`config.mk`:
```
export PLATFORM = sky130hd
export DESIGN_NAME = seg_anim_mux
export DESIGN_NICKNAME = d
export VERILOG_FILES = /design/src/rtl/seg_anim_pkg.sv /design/src/rtl/tick_divider.sv /design/src/rtl/seg_anim_mux.sv
export SDC_FILE = /design/constraint.sdc
export NUM_CORES = 1
export LEC_CHECK = 0
export ABC_AREA = 1
export BUFFER_PORTS_ARGS = -buffer_cell sky130_fd_sc_hd__buf_2
export CAP_MARGIN = 20
export CORE_MARGIN = 2
export CORE_UTILIZATION = 60
export CTS_CLUSTER_SIZE = 40
export DETAILED_ROUTE_END_ITERATION = 7
export HOLD_SLACK_MARGIN = 0.06
export PLACE_DENSITY = 0.78
export SLEW_MARGIN = 10
export SYNTH_ARGS = -nofsm -noshare
export SYNTH_HDL_FRONTEND = slang
export SYNTH_SLANG_ARGS = --single-unit
```
`constraint.sdc`:
```
create_clock -name clock -period 2.9 [get_ports clock]
set_input_delay 0.58 -clock clock [delete_from_list [all_inputs] [get_ports clock]]
set_output_delay 0.58 -clock clock [all_outputs]
set_load 0.05 [all_outputs]
```
`src/rtl/seg_anim_pkg.sv`:
```
// Shared definitions for the multiplexed 7-segment animator: mode encodings,
// segment bit positions, sequence lengths and the per-mode pattern lookup.
package seg_anim_pkg;

    typedef enum logic [1:0] {
        MODE_SPIN_CW  = 2'd0,
        MODE_SPIN_CCW = 2'd1,
        MODE_FILL     = 2'd2,
        MODE_SNAKE    = 2'd3
    } mode_e;

    localparam int SEG_A = 0;
    localparam int SEG_B = 1;
    localparam int SEG_C = 2;
    localparam int SEG_D = 3;
    localparam int SEG_E = 4;
    localparam int SEG_F = 5;

    localparam int FILL_LEN = 7;
    localparam int SPIN_LEN = 6;

    // Outer-ring pattern for a given mode and animation position.
    // FILL position 6 is the blank frame before the sequence restarts.
    function automatic logic [5:0] seg_pattern(input mode_e mode, input logic [2:0] pos);
        logic [5:0] pat;
        logic [6:0] fill;
        pat  = '0;
        fill = '0;
        case (mode)
            MODE_SPIN_CCW: begin
                if (pos == 3'd0)
                    pat = 6'b000001;
                else
                    pat = 6'b000001 << (3'd6 - pos);
            end
            MODE_FILL: begin
                if (pos < 3'd6) begin
                    fill = (7'd1 << (pos + 3'd1)) - 7'd1;
                    pat  = fill[5:0];
                end else begin
                    pat = 6'b000000;
                end
            end
            default: pat = 6'b000001 << pos;
        endcase
        return pat;
    endfunction

endpackage

```
`src/rtl/tick_divider.sv`:
```
// Clock-enable prescaler: pulses io_tick combinationally on the last count of
// each CYCLES-long period; the count only moves while io_en is high.
module tick_divider #(
    parameter int CYCLES = 1
) (
    input  logic clock,
    input  logic reset,
    input  logic io_en,
    output logic io_tick
);

    localparam int W = (CYCLES > 1) ? $clog2(CYCLES) : 1;
    localparam logic [W-1:0] LAST = W'(CYCLES - 1);

    logic [W-1:0] count;

    assign io_tick = io_en && (count == LAST);

    // Holding the count while disabled preserves the remaining time to the next tick.
    always_ff @(posedge clock) begin
        if (reset)
            count <= '0;
        else if (io_en)
            count <= io_tick ? '0 : count + 1'b1;
    end

endmodule

```
`src/rtl/seg_anim_mux.sv`:
```
// Multiplexed N-digit outer-ring animator: an animation step prescaler drives
// the pattern position, a free-running scan prescaler rotates the digit select.
module seg_anim_mux
    import seg_anim_pkg::*;
#(
    parameter int DIGITS      = 4,
    parameter int STEP_CYCLES = 12000000,
    parameter int SCAN_CYCLES = 12000
) (
    input  logic              clock,
    input  logic              reset,
    input  logic              io_enable,
    input  logic [1:0]        io_mode,
    output logic [5:0]        io_segAtoF,
    output logic [DIGITS-1:0] io_digitSel,
    output logic              io_wrap
);

    localparam int HW = (DIGITS > 1) ? $clog2(DIGITS) : 1;
    localparam logic [HW-1:0] H_LAST = HW'(DIGITS - 1);
    localparam logic [DIGITS-1:0] SEL_RESET = DIGITS'(1);
    localparam logic [5:0] SEG_RESET = 6'(1 << SEG_A);

    logic              step_tick;
    logic              scan_tick;
    mode_e             cur_mode;
    mode_e             mode_n;
    mode_e             mode_in;
    logic [2:0]        pos;
    logic [2:0]        pos_n;
    logic [2:0]        last_pos;
    logic [HW-1:0]     h;
    logic [HW-1:0]     h_n;
    logic [DIGITS-1:0] sel_n;
    logic [5:0]        pat;
    logic [5:0]        seg_n;
    logic              wrap_n;

    tick_divider #(.CYCLES(STEP_CYCLES)) u_step_div (
        .clock  (clock),
        .reset  (reset),
        .io_en  (io_enable),
        .io_tick(step_tick)
    );

    tick_divider #(.CYCLES(SCAN_CYCLES)) u_scan_div (
        .clock  (clock),
        .reset  (reset),
        .io_en  (1'b1),
        .io_tick(scan_tick)
    );

    assign mode_in = mode_e'(io_mode);

    // Everything is computed from the post-edge state so segments and digit
    // select stay aligned even when both ticks land on the same edge.
    always_comb begin
        mode_n   = cur_mode;
        pos_n    = pos;
        h_n      = h;
        wrap_n   = 1'b0;
        sel_n    = io_digitSel;
        last_pos = (cur_mode == MODE_FILL) ? 3'(FILL_LEN - 1) : 3'(SPIN_LEN - 1);

        if (step_tick) begin
            if (mode_in != cur_mode) begin
                mode_n = mode_in;
                pos_n  = '0;
                h_n    = '0;
            end else if (pos == last_pos) begin
                pos_n  = '0;
                wrap_n = 1'b1;
                if (cur_mode == MODE_SNAKE)
                    h_n = (h == H_LAST) ? '0 : h + 1'b1;
            end else begin
                pos_n = pos + 3'd1;
            end
        end

        // Shift-or form also covers DIGITS = 1, where the select stays constant.
        if (scan_tick)
            sel_n = (io_digitSel << 1) | (io_digitSel >> (DIGITS - 1));

        pat = seg_pattern(mode_n, pos_n);
        if (mode_n == MODE_SNAKE && !sel_n[h_n])
            seg_n = '0;
        else
            seg_n = pat;
    end

    always_ff @(posedge clock) begin
        if (reset) begin
            cur_mode    <= MODE_SPIN_CW;
            pos         <= '0;
            h           <= '0;
            io_segAtoF  <= SEG_RESET;
            io_digitSel <= SEL_RESET;
            io_wrap     <= 1'b0;
        end else begin
            cur_mode    <= mode_n;
            pos         <= pos_n;
            h           <= h_n;
            io_segAtoF  <= seg_n;
            io_digitSel <= sel_n;
            io_wrap     <= wrap_n;
        end
    end

endmodule

```
# Word-level counts from Yosys, hierarchy flattened
# Cells that the tools add are included.
word_totals:
  ramBits: 0
  inputBits: 5
  latch_bits: 0
  reg_bits: 56
  n_memories: 0
  rom_bits: 0
classes:
  multipliers: 0
  mux: 20
  n_reduce_logical: 7
  addsub: 7
  shifts: 3
  div: 0
  order_cmp: 2
  bitwise: 2
  n_eq_ne: 10
ops:
  columns: ["cell", "count"]
  rows:
  - ["$add 24x1->24 const B", 1]
  - ["$eq 24x24->1 const B", 1]
  - ["$mux 24", 1]
  - ["$shl 1x3->6 const A", 3]
  - ["$mux 2", 8]
  - ["$add 14x1->14 const B", 1]
  - ["$eq 14x14->1 const B", 1]
  - ["$mux 6", 2]
  - ["$pmux 6 s2", 1]
  - ["$eq 2x2->1 const B", 5]
  - ["$mux 3", 3]
  - ["$add 3x1->3 const B", 2]
  - ["$sub 6x1->6 const B", 1]
  - ["$mux 4", 1]
  - ["$or 4x1->4", 1]
  - ["$reduce_or 2->1", 2]
  - ["$eq 3x3->1", 1]
  - ["$logic_not 3->1", 1]
  - ["$lt 2x3->1 const B", 1]
  - ["$lt 3x3->1 const B", 1]
  - ["$mux 1", 3]
  - ["$reduce_or 3->1", 1]
  - ["$sub 3x3->3 const A", 1]
  - ["$add 2x1->2 const B", 1]
  - ["other kinds (6)", 7]

# Longest topological paths before layout
depth:
  ltp_word: 12
  ltp_mapped: 19
  mapped_depth_nobuf: 19

# Modules after synthesis
# Synthesis repeated with hierarchy kept, for this count alone.
unflattened:
  cells_unflattened: 512
  area_unflattened_um2: 3457.1
modules_own_cells:
  columns: ["module", "cells_per_inst", "area_per_inst_um2", "instances", "seq_area_each_um2"]
  rows:
  - ["tick_divider at u_step_div", 218, 1461.4, 1, 480.5]
  - ["seg_anim_mux", 185, 1233.7, 1, 360.3]
  - ["tick_divider at u_scan_div", 109, 762.0, 1, 280.3]

# Worst setup path after synthesis
# Ideal clock, no wire load.
synth_path:
  path_kind: "input to register"
  from: "input io_enable"
  to: "register io_segAtoF[2]"
  required_ps: 2781
  cell_stages: 18
  setup_ps: 119
  arrival_time_ps: 2279
  slack_ps: 503
  cell_sequence: "nand2_2 -> inv_2 -> nand2_2 -> nor2_2 -> nand2_2 -> nor2_8 -> nand2_4 -> nand2_8 -> nor2_8 -> ha_1 -> nand2_1 -> ha_1 -> inv_1 -> nand2_1 -> nand3_1 -> nand2_1 -> nand2_1 -> a21oi_1"
synth_via:
  elab_chain_cells: 7
  elab_cells_between_ends: 23
synth_lines:
  columns: ["item", "line", "text"]
  rows:
  - ["from (decl)", "seg_anim_mux.sv:12", "input logic io_enable,"]
  - ["$logic_and 1x1->1 *", "tick_divider.sv:17", "assign io_tick = io_en && (count == LAST);"]
  - ["$mux 3 or $mux 2 (tied branches)", "seg_anim_mux.sv:65", "if (step_tick) begin"]
  - ["$add 3x1->3 or $bmux 1 s2 (tied branches)", "seg_anim_pkg.sv:38, seg_anim_mux.sv:85", null]
  - ["$shl 1x3->6 or $mux 1 (tied branches)", "seg_anim_pkg.sv:38, seg_anim_mux.sv:85", null]
  - ["$sub 6x1->6 or $logic_not 1->1 (tied branches)", "seg_anim_pkg.sv:38, seg_anim_mux.sv:85", null]
  - ["$mux 6 or $logic_and 1x1->1 (tied branches)", "seg_anim_pkg.sv:37, seg_anim_mux.sv:85", null]
  - ["$pmux 6 s2 or $reduce_or 2->1 (tied branches)", null, null]
  - ["to (signal assigned)", "seg_anim_mux.sv:103", "io_segAtoF <= seg_n;"]
  - ["to (decl)", "seg_anim_mux.sv:14", "output logic [5:0] io_segAtoF,"]
# Mark *: on every way between the ends. The rest lies on a longest branch, timed or not. The select of a mux whose other input is x is not followed.
# A chain may end at the register's enable or synchronous reset.

# Worst setup path in the final report
layout_path:
  from: "register u_step_div.count[0]"
  to: "register io_segAtoF[1]"
layout_via:
  elab_chain_cells: 8
  elab_cells_between_ends: 24
layout_lines:
  columns: ["item", "line", "text"]
  rows:
  - ["from (decl)", "tick_divider.sv:15", "logic [W-1:0] count;"]
  - ["from (signal assigned)", "tick_divider.sv:24", "count <= io_tick ? '0 : count + 1'b1;"]
  - ["$eq 24x24->1 *", "tick_divider.sv:17", null]
  - ["$logic_and 1x1->1 *", "tick_divider.sv:17", null]
  - ["$mux 3 or $mux 2 (tied branches)", "seg_anim_mux.sv:65", null]
  - ["$add 3x1->3 or $bmux 1 s2 (tied branches)", "seg_anim_pkg.sv:38, seg_anim_mux.sv:85", null]
  - ["$shl 1x3->6 or $mux 1 (tied branches)", "seg_anim_pkg.sv:38, seg_anim_mux.sv:85", null]
  - ["$sub 6x1->6 or $logic_not 1->1 (tied branches)", "seg_anim_pkg.sv:38, seg_anim_mux.sv:85", null]
  - ["$mux 6 or $logic_and 1x1->1 (tied branches)", "seg_anim_pkg.sv:37, seg_anim_mux.sv:85", null]
  - ["$pmux 6 s2 or $reduce_or 2->1 (tied branches)", null, null]
# Marks and branches as above.

==> results.md <==
* Cts bufs inserted at 5
* Non-Filler Instances at 554
* Drc violations at 0
* Vias in the first global route at 2814
* Clk pwr share at 0.353
* Reg-to-reg setup timing slack at 160 ps
* Multi-input gate area at 1863 um^2
* Commonest non-fill, non-tap cell in the layout: nand2_1
* Max_cap viols at 0
* Worst EP required at 3150 ps
* Worst slew pin tran at 673.7 ps
* CP Capture Type: register
* Seq/Total Area, Yosys at 0.3469
* WL/cell at 12.30 um
* Min-delay worst type: register to register
* TritonCTS clock tree: done
* Initial antenna violation count at 0
* Row count at 26
* Crit path from: u_step_div.count[0]
* Post-synth EDFFs at 0
* Placed Cells at 546
* Post-Route WL at 6814 um
* Clock sinks at 56
* Hold_ws at 458.3 ps
* Distinct cell type count after synthesis at 41
* Ys Warns at 0
* Die Span X at 77.39 um
* Global-route wire length before repair at 12210 um
* Global Route Usage Sum at 0.2471
* Ant diodes at 0
* Dpl ws at 113.3 ps
* Critical R2R Launch: u_step_div.count[0]
* Longest Clk Path Bufs at 2
* Setup violators final at 0
* Area Growth Syn to Fin at 7.859%
* GR Overflow Total at 0
* Gate power share at 0.030
* Power per cell area at 362.2 nW/um^2
* CTS clk-pin slew, worst paths at 110 ps
* Drt first-iter violations at 158
* CP arrival at 2980 ps
* RSZ-0062 raised after global routing: false
* Routed via count at 3008
* Critical Path End: io_segAtoF[1]
* Count of final max-slew check failures at 0
* Final Util at 0.6782
* Vias per cell at 5.430
* Clock Latency Late Sink at 320 ps
* Top Ports at 16
* Synth area leaders: dfxtp_1 35%, nand2_1 12%, nor2_1 7.9%
* Post-route minimum period at 2735 ps
* Leak pwr at 1.498 nW
* Post-DRT Antenna Nets at 0
* I/O Buffers at 15
* Core footprint at 5140 um^2
* Asr flop ratio synth at 0
* Max_slew headroom at 0.5492
* NetSw at 0.3007 mW
* Mean Syn Cell Area at 6.950 um^2
* Final period util at 0.9431
* Fmax at 365.6 MHz
* Synth Flop Type: dfxtp_1
* Status: complete, no violations
* Share of layout cells above drive strength 1 at 0.1405
* Share of the synthesized area in the top cell type at 0.3469
* Flops & latches, synth at 56
* Reg2Reg Depth at 16
* Syn_nets at 480
* Final Hold Vio Count at 0
* Area of the mapped netlist at 3232 um^2
* H-Tree Depth at 2
* # resized after CTS at 0
* Largest net degree at the start of global routing at 20
* Power Internal at 0.9617 mW
* TNS Setup at 0 ps
* Area leader, netlist: dfxtp_1
* Post-synthesis cell count at 465
* RePlAce Congestion at 0.9502
* Starting density of the core at 0.6288
* Number of hold buffers added after CTS at 0
* Reg2reg end: io_segAtoF[1]
* Full die area at 5989 um^2
* Die height at 77.39 um
* Register area at 1121 um^2
* Sequential Power Share at 0.617
* Setup Skew at 12.30 ps
* Critical-path maximum fanout at 7
* Critical path class: register to register
* Maximum vdd drop at 0.0002033 V
* Commonest cells after routing, fill and taps aside: 106 x nand2_1, 68 x nor2_1, 56 x dfxtp_1
* Detail Placement HPWL at 5301 um
* Layout filler cell count at 488
* Startpoint type of the worst setup path: register
* Clock root buffer: clkbuf_8
* Final worst slack at 164.9 ps
* Final #Nets at 498
* Sw frac at 0.2382
* Setup bufs post-CTS at 0
* DR pass1 iterations at 5
## stage by stage
stage          cell area, um^2  power (mW)
3_3_place_gp              3382      0.8329
5_1_grt                   3486       1.313
2_1_floorplan             3232      0.8213
3_5_place_dp              3382      0.8343
4_1_cts                   3476       1.272
6_report                  3486       1.262
## power groups by stage
| stage | registers, mW | clock network, mW | logic [mW] |
|---|---|---|---|
| final | 0.779 | 0.446 | 0.0381 |
| after global routing | 0.780 | 0.489 | 0.0447 |
| after CTS | 0.779 | 0.456 | 0.0381 |
| after detailed placement | 0.796 | 0 | 0.0378 |
| after global placement | 0.796 | 0 | 0.0366 |
| after floorplan | 0.796 | 0 | 0.0256 |
## registers in the layout, summed over array words and instances, names as in the netlist
name              cells
io_wrap               1
io_digitSel           4
io_segAtoF            6
u_step_div.count     24
u_scan_div.count     14
h                     2
cur_mode              2
pos                   3
## layer usage
metal  up-vias  track usage  part of all wire
met2        91       0.4165              0.48
li1       1537            -                 -
met3         6      0.05000             0.049
met4         0      0.08036            0.0084
met1      1374       0.3169              0.47
met5         -            0                 0
## cell usage after synthesis, drive strengths merged (2+ instances only)
library cell  number
nand2            121
nor2              81
inv               61
dfxtp             56
nand3             41
a21oi             22
o21ai             16
nor3              13
ha                10
nand4              9
xor2               7
clkbuf             4
nor3b              3
nor4               3
a211oi             2
a311oi             2
nand3b             2
o31ai              2
## logic make-up after synthesis
logic type / Yosys count / share of synthesized area
flip-flops: 56 / 0.3469
AND/OR/NAND/NOR: 274 / 0.4216
AO/OA/AOI/OAI: 50 / 0.09137
XOR/XNOR: 8 / 0.02168
buffers and inverters: 67 / 0.07975
adder cells (fa/ha/maj): 10 / 0.03871
## layout make-up
class / instances / area share
clock buffer: 5 / 0.01974
clock inverter: 3 / 0.007179
inverter: 62 / 0.06820
multi-input combinational: 342 / 0.5345
sequential: 56 / 0.3216
tap: 70 / 0.02513
timing repair buffer: 16 / 0.02369
## how the worst min path moves through the flow
stage / startpoint / end / slack (ps) / cells after the start
6_report: u_scan_div.count[0] / u_scan_div.count[0] / 460 / 1
5_1_grt: u_scan_div.count[0] / u_scan_div.count[0] / 500 / 1
4_1_cts: u_scan_div.count[0] / u_scan_div.count[0] / 460 / 1
3_5_place_dp: u_scan_div.count[0] / u_scan_div.count[0] / 440 / 1
3_3_place_gp: u_scan_div.count[0] / u_scan_div.count[0] / 430 / 1
2_1_floorplan: u_scan_div.count[0] / u_scan_div.count[0] / 420 / 1
## worst max-delay path, stage by stage (launching register included)
cell and delay [ps]:
dfxtp_1 400, ha_1 180, nand2_1 120, nor2_2 140, nand2_1 90, nor2_2 150
nand2_2 100, nand2_2 120, nand2_8 80, inv_6 90, nor2_8 40, ha_2 390
nand2_1 80, ha_1 290, o21ai_0 190, nand2_1 80, a21oi_1 110
No activity file was read; power rests on OpenSTA's default activity.
